File: src/rtl/melody_pkg.sv
// Shared definitions for the melody sequencer: controller states, score-word
// field layout and the end-of-score marker.
package melody_pkg;

    typedef enum logic [2:0] {
        ST_IDLE  = 3'd0,
        ST_FETCH = 3'd1,
        ST_LOAD  = 3'd2,
        ST_PLAY  = 3'd3,
        ST_DONE  = 3'd4
    } state_t;

    // Score word layout: {rest, dur[3:0], tune[3:0]}
    localparam int REST_BIT = 8;
    localparam int DUR_HI   = 7;
    localparam int DUR_LO   = 4;
    localparam int TUNE_HI  = 3;
    localparam int TUNE_LO  = 0;

    // A zero duration marks the end of the score
    localparam logic [3:0] END_DUR = 4'd0;

    function automatic logic is_end_marker(input logic [8:0] word);
        return (word[DUR_HI:DUR_LO] == END_DUR);
    endfunction

endpackage

File: src/rtl/beat_timer.sv
// Loadable down-counter timing one note. Flags the final cycle, the gap
// window at the end of the note, and the cycle just before the gap opens so
// the registered gate can fall exactly when the gap begins.
module beat_timer #(
    parameter int CNT_W      = 27,
    parameter int GAP_CYCLES = 600_000
) (
    input  logic             i_clk,
    input  logic             i_rst,
    input  logic             i_load,
    input  logic [CNT_W-1:0] i_load_val,
    output logic             o_last,
    output logic             o_in_gap,
    output logic             o_gap_next
);

    localparam logic [CNT_W-1:0] ONE_V = CNT_W'(1);
    localparam logic [CNT_W-1:0] GAP_V = CNT_W'(GAP_CYCLES);

    logic [CNT_W-1:0] r_remaining;

    // Remaining-cycle counter: load on note start, count down to zero and rest there
    always_ff @(posedge i_clk) begin
        if (i_rst) begin
            r_remaining <= '0;
        end else if (i_load) begin
            r_remaining <= i_load_val;
        end else if (r_remaining != '0) begin
            r_remaining <= r_remaining - ONE_V;
        end else begin
            r_remaining <= r_remaining;
        end
    end

    assign o_last     = (r_remaining == ONE_V);
    assign o_in_gap   = (r_remaining <= GAP_V);
    assign o_gap_next = (r_remaining == (GAP_V + ONE_V));

endmodule

File: src/rtl/melody_sequencer.sv
// Score-playback controller: fetches score words from a synchronous ROM,
// drives tune code and note gate for dur beats with an articulation gap,
// handles rests, end marker and optional looping.
module melody_sequencer
    import melody_pkg::*;
#(
    parameter int BEAT_CYCLES = 6_000_000,
    parameter int GAP_CYCLES  = 600_000,
    parameter int ADDR_W      = 8
) (
    input  logic              clk12M,
    input  logic              Rst,
    input  logic              start,
    input  logic              stop,
    input  logic              loop,
    input  logic [8:0]        rom_data,
    output logic              rom_en,
    output logic [ADDR_W-1:0] rom_addr,
    output logic [3:0]        tune,
    output logic              note_on,
    output logic              busy,
    output logic              done
);

    localparam int CNT_W = $clog2(15 * BEAT_CYCLES + 1);
    localparam logic [CNT_W-1:0]  BEAT_V   = CNT_W'(BEAT_CYCLES);
    localparam logic [CNT_W-1:0]  GAP_V    = CNT_W'(GAP_CYCLES);
    localparam logic [ADDR_W-1:0] ADDR_ONE = ADDR_W'(1);

    state_t            r_state;
    logic              r_rom_en;
    logic [ADDR_W-1:0] r_rom_addr;
    logic [3:0]        r_tune;
    logic              r_note_on;
    logic              r_busy;
    logic              r_done;
    logic              r_rest;

    logic [3:0]        w_dur;
    logic              w_rest;
    logic [3:0]        w_tune;
    logic              w_is_end;
    logic [CNT_W-1:0]  w_load_val;
    logic              w_load;
    logic              w_last;
    logic              w_in_gap;
    logic              w_gap_next;

    assign w_dur      = rom_data[DUR_HI:DUR_LO];
    assign w_rest     = rom_data[REST_BIT];
    assign w_tune     = rom_data[TUNE_HI:TUNE_LO];
    assign w_is_end   = is_end_marker(rom_data);
    assign w_load_val = CNT_W'(w_dur) * BEAT_V;
    assign w_load     = (r_state == ST_LOAD) && !w_is_end;

    beat_timer #(
        .CNT_W      (CNT_W),
        .GAP_CYCLES (GAP_CYCLES)
    ) u_beat_timer (
        .i_clk      (clk12M),
        .i_rst      (Rst),
        .i_load     (w_load),
        .i_load_val (w_load_val),
        .o_last     (w_last),
        .o_in_gap   (w_in_gap),
        .o_gap_next (w_gap_next)
    );

    // Playback FSM with all outputs registered; stop overrides every state
    always_ff @(posedge clk12M) begin
        if (Rst) begin
            r_state    <= ST_IDLE;
            r_rom_en   <= 1'b0;
            r_rom_addr <= '0;
            r_tune     <= 4'd0;
            r_note_on  <= 1'b0;
            r_busy     <= 1'b0;
            r_done     <= 1'b0;
            r_rest     <= 1'b0;
        end else if (stop) begin
            r_state    <= ST_IDLE;
            r_rom_en   <= 1'b0;
            r_note_on  <= 1'b0;
            r_busy     <= 1'b0;
            r_done     <= 1'b0;
        end else begin
            case (r_state)
                ST_IDLE, ST_DONE: begin
                    r_done <= 1'b0;
                    if (start) begin
                        r_state    <= ST_FETCH;
                        r_rom_addr <= '0;
                        r_rom_en   <= 1'b1;
                        r_busy     <= 1'b1;
                    end else begin
                        r_state <= r_state;
                    end
                end
                ST_FETCH: begin
                    r_rom_en <= 1'b0;
                    r_state  <= ST_LOAD;
                end
                ST_LOAD: begin
                    if (w_is_end) begin
                        if (loop) begin
                            r_rom_addr <= '0;
                            r_rom_en   <= 1'b1;
                            r_state    <= ST_FETCH;
                        end else begin
                            r_state <= ST_DONE;
                            r_done  <= 1'b1;
                            r_busy  <= 1'b0;
                        end
                    end else begin
                        if (!w_rest) begin
                            r_tune <= w_tune;
                        end else begin
                            r_tune <= r_tune;
                        end
                        r_rest    <= w_rest;
                        r_note_on <= !w_rest && (w_load_val > GAP_V);
                        r_state   <= ST_PLAY;
                    end
                end
                ST_PLAY: begin
                    if (w_last) begin
                        r_rom_addr <= r_rom_addr + ADDR_ONE;
                        r_rom_en   <= 1'b1;
                        r_note_on  <= 1'b0;
                        r_state    <= ST_FETCH;
                    end else begin
                        // Gate falls on the cycle the remaining count reaches the gap
                        r_note_on <= !r_rest && !w_in_gap && !w_gap_next;
                    end
                end
                default: begin
                    r_state   <= ST_IDLE;
                    r_rom_en  <= 1'b0;
                    r_note_on <= 1'b0;
                    r_busy    <= 1'b0;
                    r_done    <= 1'b0;
                end
            endcase
        end
    end

    assign rom_en   = r_rom_en;
    assign rom_addr = r_rom_addr;
    assign tune     = r_tune;
    assign note_on  = r_note_on;
    assign busy     = r_busy;
    assign done     = r_done;

endmodule

File: config.mk
export PLATFORM = sky130hd
export DESIGN_NAME = melody_sequencer
export DESIGN_NICKNAME = d
export VERILOG_FILES = /design/src/rtl/melody_pkg.sv /design/src/rtl/beat_timer.sv /design/src/rtl/melody_sequencer.sv
export SDC_FILE = /design/constraint.sdc
export NUM_CORES = 1
export LEC_CHECK = 0
export ABC_CLOCK_PERIOD_IN_PS = 4150
export BUFFER_PORTS_ARGS = -buffer_cell sky130_fd_sc_hd__buf_2
export CORE_MARGIN = 2
export CORE_UTILIZATION = 40
export DETAILED_ROUTE_END_ITERATION = 8
export PLACE_DENSITY_LB_ADDON = 0.1
export SLEW_MARGIN = 5
export SYNTH_ARGS = -nofsm -noshare
export SYNTH_HDL_FRONTEND = slang
export SYNTH_SLANG_ARGS = --single-unit
File: constraint.sdc
create_clock -name clk12M -period 4.15 [get_ports clk12M]
set_clock_uncertainty 0.1 [all_clocks]
set_input_delay 0.2075 -clock clk12M [delete_from_list [all_inputs] [get_ports clk12M]]
set_output_delay 0.2075 -clock clk12M [all_outputs]
set_load 0.1 [all_outputs]
==> impl_summary.md <==
Detailed routing
The average routed wire per standard cell is 15.5 µm. The length of the first detailed-routing pass in iterations is 4. The routed design has 8860 µm of wire. The number of DRC violations after detailed routing is 0. The vias after detailed routing is 3,237. The first routing iteration left 119 violations. The number of nets still failing antenna checks after routing is 0.

In the routed layout, each cell is associated on average with a via count of 5.65.

Place
In this run, placement finished with an instance count of 565. Detailed placement finished with a half-perimeter wire length of 6850 µm. The number of port buffers is 29.

The global placer's final weighted congestion is 0.890.

Synthesis
sky130_fd_sc_hd__nor2_1 is the most common cell in the netlist. The synthesized design spends more area on one cell type than any other, namely sky130_fd_sc_hd__dfxtp_1. In the synthesized netlist, the cells that appear most often are sky130_fd_sc_hd__nor2_1, sky130_fd_sc_hd__dfxtp_1, sky130_fd_sc_hd__ha_1, sky130_fd_sc_hd__nand2_1, sky130_fd_sc_hd__nor3_1. The area share of the leading cell type in the synthesized netlist is 25.9%. In the synthesized netlist the dominant register cell turns out to be sky130_fd_sc_hd__dfxtp_1. Counting flops with a built-in enable in the synthesized netlist gives 0.

By area the synthesized netlist is led by sky130_fd_sc_hd__dfxtp_1, sky130_fd_sc_hd__ha_1, sky130_fd_sc_hd__nor2_1. The number of storage elements in the synthesis netlist is 47. The cell count after synthesis came out at 439. For this run, the number of Yosys warnings is 0. The cell area that synthesis handed to floorplanning was 3630 µm². The share of the Yosys chip area taken by registers is 25.9%.

The number of nets produced by synthesis is 490. The async set-reset flop share out of synthesis is 0%. The number of library cell types mapped by synthesis is 66. The mean post-synth cell area is 8.27 µm².

Global route
Entering global routing, the biggest net connects 35 pins. The initial antenna violation count was 0. The global-route total usage across every layer is 18.2%. The first-pass GRT wire length is 14,700 µm. Summed over all layers, the global routing overflow is 0. The via count of the first global-routing pass came to 3,028.

Floorplan
The overall die height is 99.2 µm. For this configuration, the core starts out at a cell density of 41.4%. The die covers 9850 µm². Pin placement for this block handled 30 I/O pins. The floorplan has 34 rows.

The chip width is 99.2 µm. The standard cell core area is 8760 µm².

Worst hold path
The type of the tightest min-delay check is primary input to flop. Along the worst hold path, the cell count comes to 3.

Worst setup path
The slowest stage of the critical path belongs to the cell sky130_fd_sc_hd__fa_1. For the worst setup path, the data required time is 4.23 ns. The number of cells on the worst reg-to-reg path is 7. The nature of the critical path startpoint is a primary input. The signal on the critical path passes through buf_2 > inv_1 > ha_1 > inv_1 > fa_1 > inv_1 > ha_1 > a211oi_1 > o21ai_0 > a31o_2 > a211oi_1 > o311ai_1 > nor4b_1 > a31oi_1.

The delay contributed by the slowest stage of the critical path is 0.53 ns. The cell that appears most often on the critical path is sky130_fd_sc_hd__inv_1. The worst setup path is captured at a flop. The setup path with the least slack is of type primary input to flop. Along the worst path, the maximum fanout reaches 6.

The critical path data arrival time is 3.44 ns.

STA
The final-report hold violation count is 0. For this run, the top clock speed supported by timing is 298 MHz. The number of setup violations in the final report is 0.

The final worst-path cycle share is 81.0%. The smallest clock period supported by the final layout is computed as 3.36 ns. The total count of max-transition violations in the final report came to 0.

For the final routed database, the setup TNS stands at 0 ns. Setup repair after global routing left no endpoint under its margin. The slew at the pin closest to its max-slew limit is 0.828 ns. Headroom to the max-slew limit came out at 44.4%.

Power
The power per standard cell area is 594 nW/µm². The sequential share of power is 29.0%. Summed over all cells, the static leakage comes to 1.69 nW.

The portion of total power attributed to combinational logic is 54.1%. The worst ir drop on vdd is 0.183 mV. Summed over all nets, the switching power comes to 1.04 mW.

The share of total power dissipated in the clock network is 16.9%. The internal power summed over all cells is 1.34 mW. The switching power share of the total is 43.8%.

Cells and area
0 antenna diodes ended up in the layout. The post-route netlist has 12.7% of its cells at a drive strength greater than 1. Leaving out filler cells and counting taps, the final layout contains 573. In the final design database the tool counted 515 nets. The layout-stage area growth over the synthesis result is 10.6%.

CTS
The H-tree depth reported by CTS is 2. The clock root buffer is sky130_fd_sc_hd__clkbuf_8. Clock tree synthesis found a total of 47 sinks. After clock tree synthesis, the clock-pin slew on the worst setup and hold paths is 0.09 ns.

The number of instances resized during post-cts repair is 0. The number of buffers inserted during clock tree synthesis is 5. Buffers added to address setup during post-CTS repair amount to 0. The clock reaches the later pin of the worst-skew pair after 0.31 ns.

The number of hold-repair buffers added at the cts stage is 0. The CTS tree is built. Counting along the longest clock path gives a buffer depth of 2.

Job
The count of max-cap constraint violations is 0.

Status
The flow ran to the end, and the final reports show no timing, DRC or antenna violations.
==> placed cells by master (no fill, tap or decap), types with 3 or more instances in the layout <==
master,synthesis,routed
sky130_fd_sc_hd__nor2b_1,5,5
sky130_fd_sc_hd__xnor2_1,23,23
sky130_fd_sc_hd__nor4_1,8,8
sky130_fd_sc_hd__or2_2,4,4
sky130_fd_sc_hd__a311oi_1,3,3
sky130_fd_sc_hd__nand3_1,6,6
sky130_fd_sc_hd__o31ai_1,3,3
sky130_fd_sc_hd__nor3_1,24,24
sky130_fd_sc_hd__a21o_1,8,8
sky130_fd_sc_hd__a21oi_1,19,19
sky130_fd_sc_hd__nor2_1,61,61
sky130_fd_sc_hd__buf_2,1,29
sky130_fd_sc_hd__and2_1,4,4
sky130_fd_sc_hd__or3_1,10,10
sky130_fd_sc_hd__fa_1,4,4
sky130_fd_sc_hd__a31oi_1,4,4
sky130_fd_sc_hd__a211oi_1,16,16
sky130_fd_sc_hd__ha_1,33,33
sky130_fd_sc_hd__clkbuf_8,0,5
sky130_fd_sc_hd__nand4_1,6,6
sky130_fd_sc_hd__or4_4,3,3
sky130_fd_sc_hd__and3_1,3,3
sky130_fd_sc_hd__o21ai_0,15,15
sky130_fd_sc_hd__xor2_1,19,19
sky130_fd_sc_hd__inv_1,15,15
sky130_fd_sc_hd__o21a_1,4,4
sky130_fd_sc_hd__mux2i_1,5,5
sky130_fd_sc_hd__nand2_1,27,27
sky130_fd_sc_hd__dfxtp_1,47,47
sky130_fd_sc_hd__buf_4,0,4
==> registers in the layout, indices dropped and copies added (netlist names) <==
name and cells:
busy 1, done 1, note_on 1, r_rest 1
r_state 3, rom_addr 8, rom_en 1, tune 4
u_beat_timer.r_remaining 27
==> cells by family (layout without fill, tap and decap cells) <==
kind of cell | count (synthesis) | after routing | synth area share (%)
multiplexers | 5 | 5 | 1.38
XOR/XNOR | 42 | 42 | 10.1
AND/OR/NAND/NOR | 179 | 179 | 26.1
AO/OA/AOI/OAI | 99 | 99 | 19.5
buffers and inverters | 30 | 56 | 3.34
flip-flops | 47 | 47 | 25.9
adder cells (fa/ha/maj) | 37 | 37 | 13.6
==> path summary, 6_finish.rpt <==
check | from | to | slack, ns
worst max-delay path | rom_data[6] | note_on | 0.79
worst min-delay path | rom_data[2] | tune[2] | 0.03
worst max register to register | u_beat_timer.r_remaining[22] | u_beat_timer.r_remaining[14] | 1.32
worst min register to register | rom_en | rom_en | 0.38
==> metal layers <==
metal	track usage (%)	wire length, µm	vias up
met4	5.06	153	0
met3	2.25	222	12
met5	0	0	-
met1	25.0	4480	1527
li1	-	-	1654
met2	30.1	4010	44
==> worst max-delay path, delay by kind of cell <==
kind | cells | cell delay, ns
compound gates | 6 | 1.49
fa+ha+maj | 3 | 1.09
buf+inv | 4 | 0.39
simple gates | 1 | 0.27
==> metrics by stage <==
step / setup WS [ns] / hold WS [ns] / power (mW) / instance area (µm²) / util [%]
after CTS: 0.815 / 0.0429 / 2.39 / 4010 / 45.8
final: 0.790 / 0.0343 / 2.38 / 4010 / 45.8
after floorplan: 1.01 / 0.244 / 1.71 / 3630 / -
after global routing: 0.508 / 0.0468 / 2.58 / 4010 / 45.8
after detailed placement: 0.491 / 0.351 / 1.98 / 3880 / 44.3
after global placement: 0.649 / 0.350 / 1.98 / 3880 / 44.3
==> power groups by stage <==
stage	Clock, mW	Combinational [mW]	Sequential (mW)
final	0.402	1.29	0.692
after global routing	0.430	1.44	0.709
after floorplan	0	1.03	0.683
after detailed placement	0	1.28	0.699
after global placement	0	1.28	0.699
after CTS	0.410	1.29	0.690
==> cell type report <==
cell class | count | area, µm²
clock buffers | 6 | 72.6
clock inverters | 2 | 60.1
fillers | 889 | 4750
inverters | 15 | 56.3
multi-input cells | 362 | 2570
flip-flops and latches | 47 | 941
well taps | 108 | 135
repair buffers | 33 | 175
(Power assumes the default switching activity.)
